<file path="src/rtl/render_cmd_queue_pkg.sv">
// Shared types and constants for the renderer command queue: register map,
// STATUS bit positions and the packed command word carried through the FIFO.
package render_pkg;

    localparam int X_W    = 9;
    localparam int Y_W    = 8;
    localparam int CODE_W = 8;

    localparam logic [3:0] ADDR_STATUS = 4'd0;
    localparam logic [3:0] ADDR_X      = 4'd1;
    localparam logic [3:0] ADDR_Y      = 4'd2;
    localparam logic [3:0] ADDR_CODE   = 4'd4;
    localparam logic [3:0] ADDR_GO     = 4'd6;
    localparam logic [3:0] ADDR_CTRL   = 4'd7;
    localparam logic [3:0] ADDR_DONE   = 4'd8;

    localparam int ST_EMPTY     = 0;
    localparam int ST_FULL      = 1;
    localparam int ST_VALID     = 2;
    localparam int ST_BUSY      = 3;
    localparam int ST_COUNT_LSB = 8;

    typedef struct packed {
        logic [CODE_W-1:0] code;
        logic [Y_W-1:0]    y;
        logic [X_W-1:0]    x;
    } render_cmd_t;

    typedef enum logic {
        S_IDLE   = 1'b0,
        S_RD_ACK = 1'b1
    } slave_state_t;

endpackage

</file>
<file path="src/rtl/render_cmd_queue_if.sv">
// CPU-side Avalon-MM slave bus plus the engine-side command/status port.
// The slave modport is the queue's view; master is the CPU/engine view.
interface render_cmd_queue_if;
    import render_pkg::*;

    logic [3:0]        slave_address;
    logic              slave_read;
    logic              slave_write;
    logic [31:0]       slave_writedata;
    logic [31:0]       slave_readdata;
    logic              slave_waitrequest;

    logic              cmd_valid;
    logic              cmd_ready;
    logic [X_W-1:0]    cmd_x;
    logic [Y_W-1:0]    cmd_y;
    logic [CODE_W-1:0] cmd_code;
    logic              engine_busy;
    logic              engine_done;

    modport slave (
        input  slave_address, slave_read, slave_write, slave_writedata,
        output slave_readdata, slave_waitrequest,
        output cmd_valid, cmd_x, cmd_y, cmd_code,
        input  cmd_ready, engine_busy, engine_done
    );

    modport master (
        output slave_address, slave_read, slave_write, slave_writedata,
        input  slave_readdata, slave_waitrequest,
        input  cmd_valid, cmd_x, cmd_y, cmd_code,
        output cmd_ready, engine_busy, engine_done
    );

endinterface

</file>
<file path="src/rtl/render_cmd_queue_fifo.sv">
// Show-ahead synchronous FIFO of render commands; head is the oldest entry
// whenever the FIFO is not empty. Flush discards everything on the next edge.
module render_cmd_fifo
    import render_pkg::*;
#(
    parameter int DEPTH = 8
) (
    input  logic                     clk,
    input  logic                     rst,
    input  logic                     push,
    input  logic                     pop,
    input  logic                     flush,
    input  render_cmd_t              din,
    output render_cmd_t              head,
    output logic [$clog2(DEPTH):0]   count,
    output logic                     empty,
    output logic                     full
);

    localparam int AW = $clog2(DEPTH);
    localparam int CW = AW + 1;

    render_cmd_t    mem [DEPTH];
    logic [AW-1:0]  wptr;
    logic [AW-1:0]  rptr;
    logic           do_push;
    logic           do_pop;

    assign do_push = push && !full;
    assign do_pop  = pop && !empty;

    always_ff @(posedge clk or posedge rst) begin
        if (rst) begin
            wptr  <= '0;
            rptr  <= '0;
            count <= '0;
        end else if (flush) begin
            wptr  <= '0;
            rptr  <= '0;
            count <= '0;
        end else begin
            if (do_push) wptr <= wptr + AW'(1);
            if (do_pop)  rptr <= rptr + AW'(1);
            count <= count + CW'(do_push) - CW'(do_pop);
        end
    end

    // Storage carries no reset; empty/count gate every use of its contents.
    always_ff @(posedge clk) begin
        if (do_push && !flush) mem[wptr] <= din;
    end

    assign head  = mem[rptr];
    assign empty = (count == '0);
    assign full  = (count == CW'(DEPTH));

endmodule

</file>
<file path="src/rtl/render_cmd_queue.sv">
// Avalon-MM front-end for the renderer: X/Y/CODE shadows, GO enqueues a
// command, registered valid/ready output stage, status and done counter.
//
//   state    | meaning
//   S_IDLE   | no read in progress; accepts writes, starts reads
//   S_RD_ACK | readdata registered last cycle; read completes now
module render_cmd_queue
    import render_pkg::*;
#(
    parameter int DEPTH = 8
) (
    input  logic                clk,
    input  logic                rst,
    render_cmd_queue_if.slave   bus
);

    localparam int CW = $clog2(DEPTH) + 1;

    slave_state_t       state;
    slave_state_t       state_nxt;
    logic               rd_capture;
    logic               go_stall;
    logic               waitreq;
    logic               wr_en;
    logic               push;
    logic               pop;
    logic               flush;
    logic               load;

    logic [X_W-1:0]     x_q;
    logic [Y_W-1:0]     y_q;
    logic [CODE_W-1:0]  code_q;
    logic [15:0]        done_cnt;
    logic [31:0]        rd_mux;
    logic [31:0]        readdata_q;

    render_cmd_t        shadow_cmd;
    render_cmd_t        head;
    render_cmd_t        cmd_q;
    logic               cmd_valid_q;
    logic [CW-1:0]      fifo_count;
    logic               fifo_empty;
    logic               fifo_full;

    wire unused_wdata = &{1'b0, bus.slave_writedata[31:X_W]};

    always_ff @(posedge clk or posedge rst) begin
        if (rst) state <= S_IDLE;
        else     state <= state_nxt;
    end

    always_comb begin
        state_nxt  = state;
        rd_capture = 1'b0;
        case (state)
            S_IDLE: begin
                if (bus.slave_read) begin
                    rd_capture = 1'b1;
                    state_nxt  = S_RD_ACK;
                end
            end
            S_RD_ACK: state_nxt = S_IDLE;
            default:  state_nxt = S_IDLE;
        endcase
    end

    // GO stalls only on the registered full flag, never on the same-cycle pop.
    assign go_stall = bus.slave_write && (bus.slave_address == ADDR_GO) && fifo_full;
    assign waitreq  = rd_capture || go_stall;
    assign wr_en    = bus.slave_write && !waitreq;
    assign push     = wr_en && (bus.slave_address == ADDR_GO);
    assign flush    = wr_en && (bus.slave_address == ADDR_CTRL) && bus.slave_writedata[0];

    assign shadow_cmd = '{code: code_q, y: y_q, x: x_q};

    always_ff @(posedge clk or posedge rst) begin
        if (rst) begin
            x_q    <= '0;
            y_q    <= '0;
            code_q <= '0;
        end else if (wr_en) begin
            case (bus.slave_address)
                ADDR_X:    x_q    <= bus.slave_writedata[X_W-1:0];
                ADDR_Y:    y_q    <= bus.slave_writedata[Y_W-1:0];
                ADDR_CODE: code_q <= bus.slave_writedata[CODE_W-1:0];
                default:   ;
            endcase
        end
    end

    // Clear beats a coincident engine_done.
    always_ff @(posedge clk or posedge rst) begin
        if (rst)
            done_cnt <= '0;
        else if (wr_en && (bus.slave_address == ADDR_DONE))
            done_cnt <= '0;
        else if (bus.engine_done && (done_cnt != 16'hFFFF))
            done_cnt <= done_cnt + 16'd1;
    end

    render_cmd_fifo #(.DEPTH(DEPTH)) u_fifo (
        .clk   (clk),
        .rst   (rst),
        .push  (push),
        .pop   (pop),
        .flush (flush),
        .din   (shadow_cmd),
        .head  (head),
        .count (fifo_count),
        .empty (fifo_empty),
        .full  (fifo_full)
    );

    assign load = !cmd_valid_q || bus.cmd_ready;
    assign pop  = load && !fifo_empty;

    always_ff @(posedge clk or posedge rst) begin
        if (rst) begin
            cmd_valid_q <= 1'b0;
            cmd_q       <= '0;
        end else if (load) begin
            cmd_valid_q <= !fifo_empty;
            if (!fifo_empty) cmd_q <= head;
        end
    end

    always_comb begin
        rd_mux = '0;
        case (bus.slave_address)
            ADDR_STATUS: begin
                rd_mux[ST_EMPTY]               = fifo_empty;
                rd_mux[ST_FULL]                = fifo_full;
                rd_mux[ST_VALID]               = cmd_valid_q;
                rd_mux[ST_BUSY]                = bus.engine_busy;
                rd_mux[ST_COUNT_LSB+7:ST_COUNT_LSB] = 8'(fifo_count);
            end
            ADDR_X:    rd_mux[X_W-1:0]    = x_q;
            ADDR_Y:    rd_mux[Y_W-1:0]    = y_q;
            ADDR_CODE: rd_mux[CODE_W-1:0] = code_q;
            ADDR_DONE: rd_mux[15:0]       = done_cnt;
            default:   rd_mux = '0;
        endcase
    end

    always_ff @(posedge clk or posedge rst) begin
        if (rst)             readdata_q <= '0;
        else if (rd_capture) readdata_q <= rd_mux;
    end

    assign bus.slave_readdata    = readdata_q;
    assign bus.slave_waitrequest = waitreq;
    assign bus.cmd_valid         = cmd_valid_q;
    assign bus.cmd_x             = cmd_q.x;
    assign bus.cmd_y             = cmd_q.y;
    assign bus.cmd_code          = cmd_q.code;

endmodule

</file>
<file path="src/flat_wrapper.sv">
// flat-port wrapper written by rule: the top's interface ports become plain ports
module render_cmd_queue_flat import render_pkg::*;
#(
    parameter int DEPTH = 8
)
  (clk, rst, bus_slave_address, bus_slave_read, bus_slave_write, bus_slave_writedata, bus_slave_readdata, bus_slave_waitrequest, bus_cmd_valid, bus_cmd_x, bus_cmd_y, bus_cmd_code, bus_cmd_ready, bus_engine_busy, bus_engine_done);
  render_cmd_queue_if bus_i ();
  input  logic clk;
  input  logic rst;
  input wire logic [$bits(bus_i.slave_address)-1:0] bus_slave_address;
  input wire logic [$bits(bus_i.slave_read)-1:0] bus_slave_read;
  input wire logic [$bits(bus_i.slave_write)-1:0] bus_slave_write;
  input wire logic [$bits(bus_i.slave_writedata)-1:0] bus_slave_writedata;
  output wire logic [$bits(bus_i.slave_readdata)-1:0] bus_slave_readdata;
  output wire logic [$bits(bus_i.slave_waitrequest)-1:0] bus_slave_waitrequest;
  output wire logic [$bits(bus_i.cmd_valid)-1:0] bus_cmd_valid;
  output wire logic [$bits(bus_i.cmd_x)-1:0] bus_cmd_x;
  output wire logic [$bits(bus_i.cmd_y)-1:0] bus_cmd_y;
  output wire logic [$bits(bus_i.cmd_code)-1:0] bus_cmd_code;
  input wire logic [$bits(bus_i.cmd_ready)-1:0] bus_cmd_ready;
  input wire logic [$bits(bus_i.engine_busy)-1:0] bus_engine_busy;
  input wire logic [$bits(bus_i.engine_done)-1:0] bus_engine_done;
  assign bus_i.slave_address = bus_slave_address;
  assign bus_i.slave_read = bus_slave_read;
  assign bus_i.slave_write = bus_slave_write;
  assign bus_i.slave_writedata = bus_slave_writedata;
  assign bus_slave_readdata = bus_i.slave_readdata;
  assign bus_slave_waitrequest = bus_i.slave_waitrequest;
  assign bus_cmd_valid = bus_i.cmd_valid;
  assign bus_cmd_x = bus_i.cmd_x;
  assign bus_cmd_y = bus_i.cmd_y;
  assign bus_cmd_code = bus_i.cmd_code;
  assign bus_i.cmd_ready = bus_cmd_ready;
  assign bus_i.engine_busy = bus_engine_busy;
  assign bus_i.engine_done = bus_engine_done;
  render_cmd_queue #(.DEPTH(DEPTH)) u_core (.clk(clk), .rst(rst), .bus(bus_i));
endmodule
</file>
<file path="config.mk">
export PLATFORM = sky130hd
export DESIGN_NAME = render_cmd_queue_flat
export DESIGN_NICKNAME = d
export VERILOG_FILES = /design/src/rtl/render_cmd_queue_pkg.sv /design/src/rtl/render_cmd_queue_if.sv /design/src/rtl/render_cmd_queue_fifo.sv /design/src/rtl/render_cmd_queue.sv /design/src/flat_wrapper.sv
export SDC_FILE = /design/constraint.sdc
export NUM_CORES = 1
export LEC_CHECK = 0
export ABC_AREA = 1
export CAP_MARGIN = 20
export CORE_MARGIN = 3
export CORE_UTILIZATION = 60
export CTS_BUF_LIST = sky130_fd_sc_hd__clkbuf_8 sky130_fd_sc_hd__clkbuf_16
export CTS_CLUSTER_SIZE = 14
export DETAILED_ROUTE_END_ITERATION = 16
export PLACE_DENSITY = 0.93
export SETUP_SLACK_MARGIN = 0.5
export SLEW_MARGIN = 0
export SYNTH_ARGS = -nofsm -noshare
export SYNTH_HDL_FRONTEND = slang
export SYNTH_SLANG_ARGS = --single-unit
</file>
<file path="constraint.sdc">
create_clock -name clk -period 6.4 [get_ports clk]
set_clock_uncertainty 0.1 [all_clocks]
set_input_delay 1.28 -clock clk [delete_from_list [all_inputs] [get_ports clk]]
set_output_delay 1.28 -clock clk [all_outputs]
set_load 0.05 [all_outputs]
</file>
After elaboration in Yosys (flattened, before gate mapping) --
Memory sizes are Yosys's and may differ from the RTL's. A register that Yosys moved wholly into a read port is not among the register bits. Cells that the tools add are included.
Word-level totals: register bits 69, latch bits 0, bits in writable memories 200, memory bits (read-only) 0, input port bits 43, logic and storage cells 70, memories 1
Memories:
- u_core.u_fifo.mem | words 8, width 25, read ports 1, clocked after memory_dff 1, wr ports 1, line render_cmd_queue_fifo.sv:23 | render_cmd_t mem [DEPTH];
Cells by class: add/subtract/negate cells 5, $mul 0, divide/modulo/power cells 0, $lt $le $gt $ge 0, equal/unequal tests 8, shift operators 0, multiplexer cells 16, bitwise logic cells 2, reduce and logical (&&, ||, !) cells 28
Operators with widths (number):
- 16-bit 2-to-1 mux | 2
- 4-bit case mux with 5 select lines | 1
- 16-bit by 1-bit adder with 16-bit output, second input constant | 1
- 16-bit != test, second input constant | 1
- 4-bit case mux with 4 select lines | 1
- 7-bit case mux with 2 select lines | 1
- 4-bit by 3-bit equality test with 1-bit output, second input constant | 3
- 1-bit logical AND | 12
- 3-bit 2-to-1 mux | 4
- 4-bit equality test, second input constant | 2
- 4-bit logical NOT | 2
- 2-bit AND reduction | 4
- 3-bit by 1-bit adder with 3-bit output, second input constant | 2
- 2-bit nonzero test | 3
- 1-bit logical NOT | 5
- 4-bit by 1-bit adder with 4-bit output | 1
- 4-bit by 1-bit equality test with 1-bit output, second input constant | 1
- 4-bit by 2-bit equality test with 1-bit output, second input constant | 1
- 1-bit 2-to-1 mux | 4
- 4-bit 2-to-1 mux | 1
- 4-bit by 1-bit subtractor with 4-bit output | 1
- 1-bit case mux with 3 select lines | 1
- 1-bit logical OR | 2
- 1-bit NOT | 2
- 1-bit case mux with 2 select lines | 1

Logic depth before layout (Yosys ltp) --
word-level depth 12, gate-level depth with buffers 13

By module --
Synthesis repeated with hierarchy kept, for this count alone.
Second synthesis, totals: cell total of the unflattened synthesis 1484, area, all modules 13570.5 um^2
By module, submodules not included:
- render_cmd_fifo | times used 1, cells an instance 958, area each 9421.5 um^2, sequential area each 6256.0 um^2
- render_cmd_queue | times used 1, cells an instance 526, area each 4149.0 um^2, sequential area each 2102.0 um^2

Worst setup path before layout --
No wires, ideal clock.
path type input-to-reg, start point in bus_slave_read, end point mem u_core.u_fifo.mem[6][0] in the netlist's numbering (enable), data arrival time 3.671 ns, setup slack 2.190 ns, stages 7, path buffers 1, path through inv_1 > or2_0 > buf_2 > nand4_2 > inv_2 > nand2_1 > nor3_1
Between the ends: cells in the longest elaborated chain, start to end 11
RTL lines:
- start: declaration | line flat_wrapper.sv:11 | input wire logic [$bits(bus_i.slave_read)-1:0] bus_slave_read;
- 1-bit 2-to-1 mux * | line render_cmd_queue.sv:57 | if (bus.slave_read) begin
- 1-bit 2-to-1 mux * | line render_cmd_queue.sv:55 | case (state)
- 1-bit logical OR * | line render_cmd_queue.sv:69 | assign waitreq = rd_capture || go_stall;
- 1-bit logical NOT * | line render_cmd_queue.sv:70 | assign wr_en = bus.slave_write && !waitreq;
- 1-bit logical AND * | line render_cmd_queue.sv:70
- 1-bit logical AND (2 in series) | line render_cmd_queue.sv:72 | assign flush = wr_en && (bus.slave_address == ADDR_CTRL) && bus.slave_writedata[0];
- 1-bit logical NOT | line render_cmd_queue_fifo.sv:50 | if (do_push && !flush) mem[wptr] <= din;
- 1-bit logical AND * | line render_cmd_queue_fifo.sv:50
- 1-bit 2-to-1 mux * | line render_cmd_queue_fifo.sv:50
- 1-bit 2-to-1 mux (implied by the code) * | line render_cmd_queue_fifo.sv:50
- end: declaration | line render_cmd_queue_fifo.sv:23
Mark *: on every way between the ends. The rest lies on a longest branch, timed or not.

Final worst setup path --
start point in bus_slave_address[1], end point out bus_slave_waitrequest
Between the ends: cells in the longest elaborated chain, start to end 4
RTL lines:
- start: declaration | line flat_wrapper.sv:10 | input wire logic [$bits(bus_i.slave_address)-1:0] bus_slave_address;
- 4-bit by 3-bit equality test with 1-bit output | line render_cmd_queue.sv:68 | assign go_stall = bus.slave_write && (bus.slave_address == ADDR_GO) && fifo_full;
- 1-bit logical AND (2 in series) | line render_cmd_queue.sv:68
- 1-bit logical OR | line render_cmd_queue.sv:69
- end: declaration | line flat_wrapper.sv:15 | output wire logic [$bits(bus_i.slave_waitrequest)-1:0] bus_slave_waitrequest;
Every way passes these cells.

==> flow_metrics.py <==
metrics = {
    "status": {
        "status": "finished, final reports clean",
    },
    "cts": {
        "clock-sinks": 294,
        "ctsHoldBuffers": 0,
        "htree_levels": 1,
        "cts_root_buffer": "clkbuf_16",
        "cts.repair.resized": 0,
        "post_cts_buffers": 0,
        "cts_buffers": 29,
        "cts_max_path_buffers": 3,
        "insertion_delay_ns": 0.55,
        "clkTransAtPathRegs_ns": 0.06,
        "cts_tree": "yes",
    },
    "synth": {
        "synthFlopType": "edfxtp_1",
        "yosysSeqAreaShare": 0.658,
        "synth-edff-count": 200,
        "ys_warn_count": 0,
        "synth.distinct_cells": 39,
        "ys_async_sr_fraction": 0.320,
        "synth_cells": 1193,
        "synth_area_per_cell_um2": 10.7,
        "syn-cell-area_um2": 12700,
        "ys_ff_latch": 294,
    },
    "floorplan": {
        "die_area_um2": 23000,
        "row_count": 52,
        "die_w_um": 152,
        "core-area_um2": 20500,
        "die_y_um": 152,
        "io-pin-count": 102,
        "start_util": 0.620,
    },
    "power_and_ir_drop": {
        "power_per_cell_area_nw_per_um2": 432,
        "p_leak_uw": 0.00607,
        "vdd_drop_max_uv": 264,
        "total_power_uw": 6280,
    },
    "placed_design": {
        "gp_congestion": 0.886,
        "placed_cells": 1480,
        "dpl_cell_area_um2": 13500,
        "hpwl_mm": 17.9,
        "io_buffers": 62,
    },
    "setup_path": {
        "critPathTopFamily": "buffers and inverters",
        "worstPathArrival_ns": 3.12,
        "startpoint": "bus_slave_address[1]",
        "crit_path_end": "bus_slave_waitrequest",
        "path_cells": "clkdlybuf4s50_1, nand2_1, nor2_4, nand3_1, nand2_1, clkdlybuf4s50_1",
        "r2r-start": "u_core.u_fifo.count[2]$_DFF_PP0_",
        "rr_endpoint": "u_core.u_fifo.count[2]$_DFF_PP0_",
        "required_ns": 5.02,
        "rrSetupSlack_ns": 3.14,
        "cpPeakStageDelay_ns": 0.81,
        "r2r_cells": 13,
        "start_kind": "primary input",
        "crit_slowest_cell": "clkdlybuf4s50_1",
        "cp.depth": 6,
        "crit_path_end_kind": "output port",
        "path_class": "primary input to output port",
        "worstPathMaxFanout": 5,
        "path_buf_inv": 2,
    },
    "flow_run": {
        "cap_violations": 0,
    },
    "sta": {
        "final_max_slew_viol_count": 0,
        "min_period_ns": 4.50,
        "fin_crit_sh": 0.702,
        "hold_viol": 0,
        "worstMarginPinSlew_ns": 0.992,
        "timing.slew.headroom": 0.339,
        "tns_ns": 0,
        "rsz0062_at_grt": "no",
        "setup_viol": 0,
        "fmax_mhz": 222,
        "holdWs_ns": 0.379,
    },
    "cells_and_area": {
        "design_area_um2": 14600,
        "seqCellArea_um2": 8360,
        "multi_input_area_um2": 3450,
        "syn2layout_area_growth_pct": 14.5,
        "final_cell_count_no_fill": 1535,
        "antenna_cells": 0,
        "drive_gt1_frac": 0.0759,
        "nNetsFinal": 1296,
        "num-fill-cells": 1312,
    },
    "detailed_routing": {
        "vias_per_cell": 6.05,
        "initialDrtViolationCount": 1259,
        "wl_per_cell_um": 20.2,
        "antenna_left": 0,
        "drc_errors": 0,
        "wl_mm": 31.0,
        "vias": 9292,
        "firstDrtPassIters": 7,
    },
    "grt": {
        "grt-ovfl-total": 0,
        "grt_start_max_net_pins": 121,
        "grt_util_all_layers": 0.271,
        "grt_first_pass_wirelength_mm": 47.9,
        "grt_pass1_vias": 9220,
        "grt_antenna_before_repair": 0,
    },
    "min_path": {
        "hold_path.class": "register to register",
    },
}
==> kinds of logic (layout without fill, tap and decap cells) <==
logic type / Yosys count / count (layout) / synth area share
buffers and inverters: 231 / 288 / 0.0781
AND/OR/NAND/NOR: 444 / 444 / 0.155
adder cells (fa/ha/maj): 10 / 10 / 0.0104
XOR/XNOR: 7 / 7 / 0.00482
other: 1 / 16 / 0.000295
flip-flops: 294 / 294 / 0.658
AO/OA/AOI/OAI: 206 / 206 / 0.0934
==> where the power goes <==
part | leakage, uW | total, uW | internal [uW] | switching (uW)
logic | 0.00256 | 1900 | 603 | 1300
registers | 0.00299 | 2560 | 2310 | 252
clock network | 0.000521 | 1820 | 1110 | 707
total | 0.00607 | 6280 | 4020 | 2260
==> stage by stage <==
stage               setup WS, ns  utilization
floorplan                   2.19            -
detailed placement          1.90        0.657
finish                      1.90        0.710
CTS                         1.89        0.708
global placement            1.94        0.657
global route                1.81        0.710
==> cell usage after synthesis (4+ instances only) <==
master    instances  share of area
a21oi_1          56          0.022
buf_2            27          0.011
buf_4            20          0.012
clkbuf_1         22         0.0065
dfrtp_1          94           0.19
edfxtp_1        200           0.47
ha_1              9         0.0089
inv_1           150          0.044
inv_2             5         0.0015
nand2_1         252          0.074
nand3_1         112          0.044
nand4_1          16         0.0079
nor2_1           37          0.011
nor2_2            4         0.0020
nor3_1            8         0.0032
o211ai_1         50          0.030
o21ai_0          73          0.029
o21ai_1          15         0.0059
o22ai_1           7         0.0034
xor2_1            5         0.0034
==> registers in the layout, indices dropped and copies added (netlist names) <==
signal,flops
u_core.bus.cmd_valid,1
u_core.u_fifo.wptr,3
u_core.code_q,8
u_core.bus.slave_readdata,16
u_core.u_fifo.count,4
u_core.state,1
u_core.bus.cmd_x,9
u_core.bus.cmd_code,8
u_core.y_q,8
u_core.x_q,9
u_core.bus.cmd_y,8
u_core.u_fifo.mem,200
u_core.done_cnt,16
u_core.u_fifo.rptr,3
==> worst reg2reg max path: cells and delay by family (launching register included) <==
kind                       cells  cell delay [ns]
DFF                            1             0.36
xor gates and xnor gates       1             0.19
and+or+nand+nor                3             0.72
adders and majority gates      4             1.15
buffers and inverters          5             0.63
==> per-layer routing <==
layer  vias up  GRT usage  share of wire
met5         -          0              0
met4         0      0.119          0.037
met3       107     0.0476           0.10
met2       602      0.467           0.50
met1      4459      0.338           0.36
li1       4124          -              -
==> area by class of cell <==
class,instances,share of cell area
Timing Repair Buffer,78,0.0531
Sequential cell,294,0.575
Clock buffer,33,0.0536
Inverter,157,0.0408
Multi-Input combinational cell,683,0.237
Tap cell,270,0.0232
Clock inverter,20,0.0174
==> cells in the final DEF, fill, tap and decap left out, types with 4 or more instances in the layout <==
cell,instances
nand2_1,252
edfxtp_1,200
inv_1,155
nand3_1,112
dfrtp_1,92
o21ai_0,73
clkdlybuf4s50_1,62
a21oi_1,56
o211ai_1,50
nor2_1,35
clkbuf_16,29
nand4_1,16
conb_1,16
o21ai_1,15
buf_4,14
ha_1,9
o22ai_1,7
nor2_2,6
nor3_2,6
bufinv_16,6
inv_2,5
xor2_1,5
clkinv_2,4
clkbuf_8,4
==> worst min-delay path by stage <==
| stage | from | end | slack (ns) | cells after the start |
|---|---|---|---|---|
| CTS | u_core.bus.cmd_code[6]$_DFFE_PP0P_ | u_core.bus.cmd_code[6]$_DFFE_PP0P_ | 0.38 | 2 |
| finish | u_core.bus.cmd_code[6]$_DFFE_PP0P_ | u_core.bus.cmd_code[6]$_DFFE_PP0P_ | 0.38 | 2 |
| floorplan | u_core.done_cnt[15]$_DFFE_PP0P_ | u_core.bus.slave_readdata[15]$_DFFE_PP0P_ | 0.41 | 2 |
| detailed placement | u_core.bus.cmd_y[0]$_DFFE_PP0P_ | u_core.bus.cmd_y[0]$_DFFE_PP0P_ | 0.37 | 2 |
| global placement | u_core.bus.cmd_y[3]$_DFFE_PP0P_ | u_core.bus.cmd_y[3]$_DFFE_PP0P_ | 0.36 | 2 |
| global route | u_core.bus.cmd_code[6]$_DFFE_PP0P_ | u_core.bus.cmd_code[6]$_DFFE_PP0P_ | 0.40 | 2 |
Note: power is estimated with default switching activity, not from simulation.
